--- config.mk ---
export PLATFORM = sky130hd
export DESIGN_NAME = uart_tx_arbiter
export DESIGN_NICKNAME = d
export VERILOG_FILES = /design/src/rtl/uart_arb_pkg.sv /design/src/rtl/uart_tx_arbiter_rr_pick.sv /design/src/rtl/uart_tx_arbiter.sv
export SDC_FILE = /design/constraint.sdc
export NUM_CORES = 1
export LEC_CHECK = 0
export BUFFER_PORTS_ARGS = -buffer_cell sky130_fd_sc_hd__clkbuf_2
export CAP_MARGIN = 20
export CORE_MARGIN = 1.5
export CORE_UTILIZATION = 30
export CTS_CLUSTER_DIAMETER = 50
export CTS_CLUSTER_SIZE = 16
export DETAILED_ROUTE_END_ITERATION = 10
export GPL_TIMING_DRIVEN = 0
export SLEW_MARGIN = 20
export SYNTH_ARGS = -nofsm -noshare
export SYNTH_HDL_FRONTEND = slang
export SYNTH_SLANG_ARGS = --single-unit
--- constraint.sdc ---
create_clock -name clk -period 6.1 [get_ports clk]
set_input_delay 0.61 -clock clk [delete_from_list [all_inputs] [get_ports clk]]
set_output_delay 0.61 -clock clk [all_outputs]
set_load 0.05 [all_outputs]
--- src/rtl/uart_arb_pkg.sv ---
// Shared types and constants for the UART TX round-robin arbiter.
package uart_arb_pkg;

  localparam int UART_DATA_W = 8;

  typedef enum logic [1:0] {
    IDLE   = 2'd0,
    LAUNCH = 2'd1,
    BUSY   = 2'd2,
    HOLD   = 2'd3
  } arb_state_t;

endpackage

--- src/rtl/uart_tx_arbiter_rr_pick.sv ---
// rr_pick: combinational round-robin search. Returns the first set request
// strictly above ptr, wrapping modulo NUM_REQ; ptr itself is checked last.
module rr_pick #(
  parameter int NUM_REQ = 4,
  parameter int IDX_W   = $clog2(NUM_REQ)
) (
  input  logic [NUM_REQ-1:0] req,
  input  logic [IDX_W-1:0]   ptr,
  output logic [NUM_REQ-1:0] winner_oh,
  output logic [IDX_W-1:0]   winner_idx,
  output logic               any_valid
);

  logic [IDX_W-1:0] cand;

  // base + off never exceeds 2*NUM_REQ-1, so one subtraction wraps it
  function automatic logic [IDX_W-1:0] wrap_idx(input logic [IDX_W-1:0] base, input int off);
    int s;
    s = int'(base) + off;
    if (s >= NUM_REQ) s = s - NUM_REQ;
    return IDX_W'(s);
  endfunction

  // Scan upward from ptr+1 and keep the first requester found
  always_comb begin
    winner_oh  = '0;
    winner_idx = '0;
    any_valid  = 1'b0;
    cand       = '0;
    for (int off = 1; off <= NUM_REQ; off++) begin
      cand = wrap_idx(ptr, off);
      if (!any_valid && req[cand]) begin
        any_valid       = 1'b1;
        winner_idx      = cand;
        winner_oh[cand] = 1'b1;
      end
    end
  end

endmodule

--- src/rtl/uart_tx_arbiter.sv ---
// uart_tx_arbiter: shares one UART TX controller between NUM_REQ byte
// requesters with round-robin arbitration, one byte in flight at a time.
// Optional feature macro: UART_TX_ARB_PKT_LOCK_EN keeps the grant on one
// requester until a byte flagged Last has been transmitted.
//
// state  | meaning
// IDLE   | no owner; arbitrate among valid requesters
// LAUNCH | byte latched, o_Tx_Ready high until TX reports Active
// BUSY   | frame shifting, waiting for Done
// HOLD   | packet lock: waiting for the owner's next byte (lock build only)
module uart_tx_arbiter
  import uart_arb_pkg::*;
#(
  parameter int NUM_REQ = 4,
  parameter int IDX_W   = $clog2(NUM_REQ)
) (
  input  logic                           clk,
  input  logic                           reset_n,
  input  logic [NUM_REQ-1:0]             i_Req_Valid,
  input  logic [NUM_REQ*UART_DATA_W-1:0] i_Req_Byte,
  input  logic [NUM_REQ-1:0]             i_Req_Last,
  output logic [NUM_REQ-1:0]             o_Req_Ack,
  output logic [NUM_REQ-1:0]             o_Grant,
  output logic [UART_DATA_W-1:0]         o_Tx_Byte,
  output logic                           o_Tx_Ready,
  input  logic                           i_Tx_Active,
  input  logic                           i_Tx_Done,
  output logic                           o_Busy
);

  arb_state_t             state_q, state_nx;
  logic [IDX_W-1:0]       ptr_q, ptr_nx;
  logic [NUM_REQ-1:0]     grant_nx, ack_nx;
  logic [UART_DATA_W-1:0] byte_nx;

  logic [NUM_REQ-1:0]     pick_oh;
  logic [IDX_W-1:0]       pick_idx;
  logic                   pick_any;

`ifdef UART_TX_ARB_PKT_LOCK_EN
  logic last_q, last_nx;
`else
  // Last flags only matter when packet lock is compiled in
  logic unused_last;
  assign unused_last = ^i_Req_Last;
`endif

  rr_pick #(
    .NUM_REQ (NUM_REQ),
    .IDX_W   (IDX_W)
  ) u_rr_pick (
    .req        (i_Req_Valid),
    .ptr        (ptr_q),
    .winner_oh  (pick_oh),
    .winner_idx (pick_idx),
    .any_valid  (pick_any)
  );

  // State register
  always_ff @(posedge clk or negedge reset_n) begin
    if (!reset_n) state_q <= IDLE;
    else          state_q <= state_nx;
  end

  // Next-state logic; Done is ignored until Active has moved us to BUSY
  always_comb begin
    state_nx = state_q;
    case (state_q)
      IDLE:   if (pick_any) state_nx = LAUNCH;
      LAUNCH: if (i_Tx_Active) state_nx = BUSY;
      BUSY: begin
        if (i_Tx_Done) begin
`ifdef UART_TX_ARB_PKT_LOCK_EN
          state_nx = last_q ? IDLE : HOLD;
`else
          state_nx = IDLE;
`endif
        end
      end
      HOLD: begin
`ifdef UART_TX_ARB_PKT_LOCK_EN
        if (i_Req_Valid[ptr_q]) state_nx = LAUNCH;
`else
        state_nx = IDLE;
`endif
      end
      default: state_nx = IDLE;
    endcase
  end

  // Next values of the registered outputs, pointer and lock flag
  always_comb begin
    ptr_nx   = ptr_q;
    grant_nx = o_Grant;
    ack_nx   = '0;
    byte_nx  = o_Tx_Byte;
`ifdef UART_TX_ARB_PKT_LOCK_EN
    last_nx  = last_q;
`endif
    case (state_q)
      IDLE: begin
        if (pick_any) begin
          ptr_nx   = pick_idx;
          grant_nx = pick_oh;
          ack_nx   = pick_oh;
          byte_nx  = i_Req_Byte[int'(pick_idx)*UART_DATA_W +: UART_DATA_W];
`ifdef UART_TX_ARB_PKT_LOCK_EN
          last_nx  = i_Req_Last[pick_idx];
`endif
        end
      end
      BUSY: begin
        if (i_Tx_Done && (state_nx == IDLE)) grant_nx = '0;
      end
      HOLD: begin
`ifdef UART_TX_ARB_PKT_LOCK_EN
        if (i_Req_Valid[ptr_q]) begin
          ack_nx  = o_Grant;
          byte_nx = i_Req_Byte[int'(ptr_q)*UART_DATA_W +: UART_DATA_W];
          last_nx = i_Req_Last[ptr_q];
        end
`endif
      end
      default: ;
    endcase
  end

  // Output and datapath registers; ptr resets so requester 0 is served first
  always_ff @(posedge clk or negedge reset_n) begin
    if (!reset_n) begin
      ptr_q      <= IDX_W'(NUM_REQ - 1);
      o_Grant    <= '0;
      o_Req_Ack  <= '0;
      o_Tx_Byte  <= '0;
      o_Tx_Ready <= 1'b0;
      o_Busy     <= 1'b0;
`ifdef UART_TX_ARB_PKT_LOCK_EN
      last_q     <= 1'b0;
`endif
    end else begin
      ptr_q      <= ptr_nx;
      o_Grant    <= grant_nx;
      o_Req_Ack  <= ack_nx;
      o_Tx_Byte  <= byte_nx;
      o_Tx_Ready <= (state_nx == LAUNCH);
      o_Busy     <= (state_nx != IDLE);
`ifdef UART_TX_ARB_PKT_LOCK_EN
      last_q     <= last_nx;
`endif
    end
  end

endmodule

==> flow_metrics.py <==
metrics = {
    "synth": {
        "yosys.area.top_type": "dfrtp_1",
        "synth_area_um2": 2030,
        "synth-seq-cells": 22,
        "synthMuxAreaShare": 0.0547,
        "yosysSeqAreaShare": 0.272,
        "yosysWarnings": 0,
        "synth_fa_ha_area_frac": 0.0492,
        "syn-num-nets": 296,
        "synth_compound_area_frac": 0.375,
        "yosys-top-cells-area": "dfrtp_1 25%, o211ai_1 12%, nand2_1 11%",
        "synth_cell_types": 40,
        "synthSimpleGateAreaFrac": 0.173,
        "postSynthCellCount": 244,
        "avgSynthCellArea_um2": 8.34,
        "yosysTopAreaCellShare": 0.246,
        "synth_top_family_by_area": "compound AO/OA/AOI/OAI gates",
        "synthXorXnorAreaFrac": 0.00431,
    },
    "floorplan": {
        "dieArea_um2": 7280,
        "initial_core_util": 0.315,
        "rows": 29,
        "ios": 62,
        "coreArea_um2": 6460,
        "die_w_um": 85.4,
        "fp.dieH_um": 85.4,
    },
    "cts": {
        "root_buffer": "clkbuf_8",
        "postCtsResizedCells": 0,
        "cts_tree": "done",
        "postCtsSetupBuffers": 0,
        "insertion_delay_ns": 0.26,
        "cts_buffers": 3,
        "cts_hold_buf": 0,
        "cts.path.max_buffers": 2,
        "cts_sinks": 22,
        "clkSlewWorstSetupHoldPaths_ns": 0.08,
        "htree_num_levels": 1,
    },
    "sta": {
        "maxSlewViolCount": 0,
        "final_hold_viol_count": 0,
        "period_share": 0.683,
        "finalSetupTns_ns": 0,
        "setup_viol": 0,
        "relSlewSlack": 0.554,
        "period_minus_slack_ns": 4.17,
        "grt_setup_unrepaired": "false",
        "fin_skew_ns": 0.00578,
        "fin_ws_ns": 1.93,
        "tightest_slew_ns": 0.668,
        "clock.fmax_ghz": 0.240,
    },
    "worst_hold_path": {
        "min_path_type": "input port to async pin",
    },
    "detailed_routing": {
        "highest-signal-layer": "met4",
        "wl_met3_um": 273,
        "drc_errors": 3,
        "dr.pass1.iters": 7,
        "via_per_inst": 5.51,
        "drtIter0Drc": 125,
        "ant_nets": 0,
        "m1WireLength_um": 2750,
        "drt_wl_total_um": 5830,
        "detail_route.wl_per_cell_um": 15.3,
        "via_count": 2099,
        "route.met2.wl_um": 2780,
    },
    "worst_setup_path": {
        "required_ns": 6.24,
        "rr_worst_depth": 13,
        "reg2reg_slack_ns": 1.93,
        "end_kind": "register",
        "r2r_end": "o_Tx_Byte[6]$_DFFE_PN0P_",
        "rr_startpoint": "ptr_q[0]$_DFFE_PN1P_",
        "crit_arrival_ns": 4.31,
        "startpoint_type": "register",
        "cp_cell_sequence": "buf_2, buf_2, clkinv_1, clkbuf_1, ha_1, buf_6, mux4_2, buf_6, or3_4, inv_2, nand3_1, a21oi_1, o31ai_2",
        "crit_fanout": 13,
        "critPathKind": "register to register",
        "slowest_stage": "dfstp_2",
        "slowest_delay_ns": 0.58,
    },
    "finish": {
        "layout_commonest_cell": "nand2_1",
        "layout-drive-gt1-share": 0.303,
        "fin_area_um2": 2460,
        "area_growth_pct": 20.7,
        "final_cell_mix": "60 x nand2_1, 56 x clkbuf_2, 33 x o211ai_1",
        "n_antenna_cell": 0,
        "final_nets": 357,
        "final_cells": 381,
        "n_fill_cell": 695,
    },
    "grt": {
        "grt_max_degree": 23,
        "grt_antenna_before_repair": 0,
        "grtUsageTotal": 0.161,
        "grt_first_pass_wirelength_um": 9700,
        "grt_pass1_vias": 2026,
        "grt_overflow": 0,
    },
    "placed_design": {
        "placed_cell_area_um2": 2410,
        "dpl_worst_slack_ns": 1.94,
        "dp_cells": 377,
        "finalWeightedCongestion": 0.795,
        "place_hpwl_um": 4500,
        "io_buffers": 56,
    },
    "run": {
        "cap_viol_max_count": 0,
    },
    "outcome": {
        "violations": "DRC",
        "status": "complete, but fails checks",
    },
}
[routing by layer]
layer | vias to the layer above | global-route usage
met5 | - | 0
met3 | 4 | 0.0302
li1 | 1032 | -
met4 | 0 | 0.0117
met2 | 62 | 0.278
met1 | 1001 | 0.219
[final cells by class]
cell class | instances | area (um2) | area share
Buffer | 21 | 121 | 0.0494
Tap cell | 77 | 96.3 | 0.0392
Clock buffer | 4 | 45.0 | 0.0183
Inverter | 7 | 26.3 | 0.0107
Multi-Input combinational cell | 194 | 1330 | 0.543
Sequential cell | 22 | 553 | 0.225
Timing Repair Buffer | 56 | 280 | 0.114
[synthesized netlist by cell type (all sizes together)]
| cell | instances |
|---|---|
| nor2b | 1 |
| mux2 | 1 |
| a32o | 1 |
| and3 | 1 |
| dfstp | 2 |
| nor2 | 7 |
| nand3 | 1 |
| clkinv | 1 |
| mux4 | 4 |
| buf | 13 |
| a32oi | 1 |
| a21o | 4 |
| o21a | 2 |
| o211ai | 33 |
| ha | 8 |
| clkbuf | 8 |
| mux2i | 1 |
| dfrtp | 20 |
| a2bb2oi | 4 |
| o22ai | 2 |
| nand2b | 2 |
| a211o | 16 |
| a221o | 1 |
| or3 | 1 |
| o21ai | 6 |
| or2 | 1 |
| a22o | 1 |
| nor3 | 9 |
| a22oi | 4 |
| a21oi | 13 |
| o31ai | 8 |
| nand2 | 60 |
| inv | 6 |
| xnor2 | 1 |
[kinds of logic after synthesis]
logic type | Yosys count
AOI/OAI and AO/OA | 96
and+or+nand+nor | 83
buffers and inverters | 28
DFF | 22
adders and majority gates | 8
muxes | 6
xor gates and xnor gates | 1
[through the flow]
step           hold WS [ns]  utilization
6_report              0.315        0.380
5_1_grt               0.354        0.380
4_1_cts               0.346        0.380
3_5_place_dp          0.467        0.373
3_3_place_gp          0.459        0.373
2_1_floorplan         0.314            -
[how the worst max path moves through the flow]
stage	slack (ns)	to	cells past startpoint	start
after detailed placement	1.94	o_Tx_Byte[6]$_DFFE_PN0P_	13	ptr_q[0]$_DFFE_PN1P_
after floorplan	2.50	o_Tx_Byte[0]$_DFFE_PN0P_	14	ptr_q[0]$_DFFE_PN1P_
final	1.93	o_Tx_Byte[6]$_DFFE_PN0P_	13	ptr_q[0]$_DFFE_PN1P_
after CTS	1.93	o_Tx_Byte[6]$_DFFE_PN0P_	13	ptr_q[0]$_DFFE_PN1P_
after global placement	1.94	o_Tx_Byte[5]$_DFFE_PN0P_	13	ptr_q[0]$_DFFE_PN1P_
after global routing	1.65	o_Tx_Byte[5]$_DFFE_PN0P_	13	ptr_q[0]$_DFFE_PN1P_
[worst max-delay path: cells and delay by family, from the launching register on]
kind            cells  cell delay (ns)
buf+inv             7             1.54
fa+ha+maj           1             0.41
flops               1             0.58
compound gates      2             0.36
simple gates        2             0.64
mux                 1             0.50
[state kept, by name, summed over array words and instances, names as in the netlist]
signal / cells
o_Busy: 1
o_Grant: 4
o_Req_Ack: 4
o_Tx_Byte: 8
o_Tx_Ready: 1
ptr_q: 2
state_q: 2
Power is left out: the tool's default activity adds up to more than one toggle a clock period on the data nets, which glitch-free logic cannot reach.
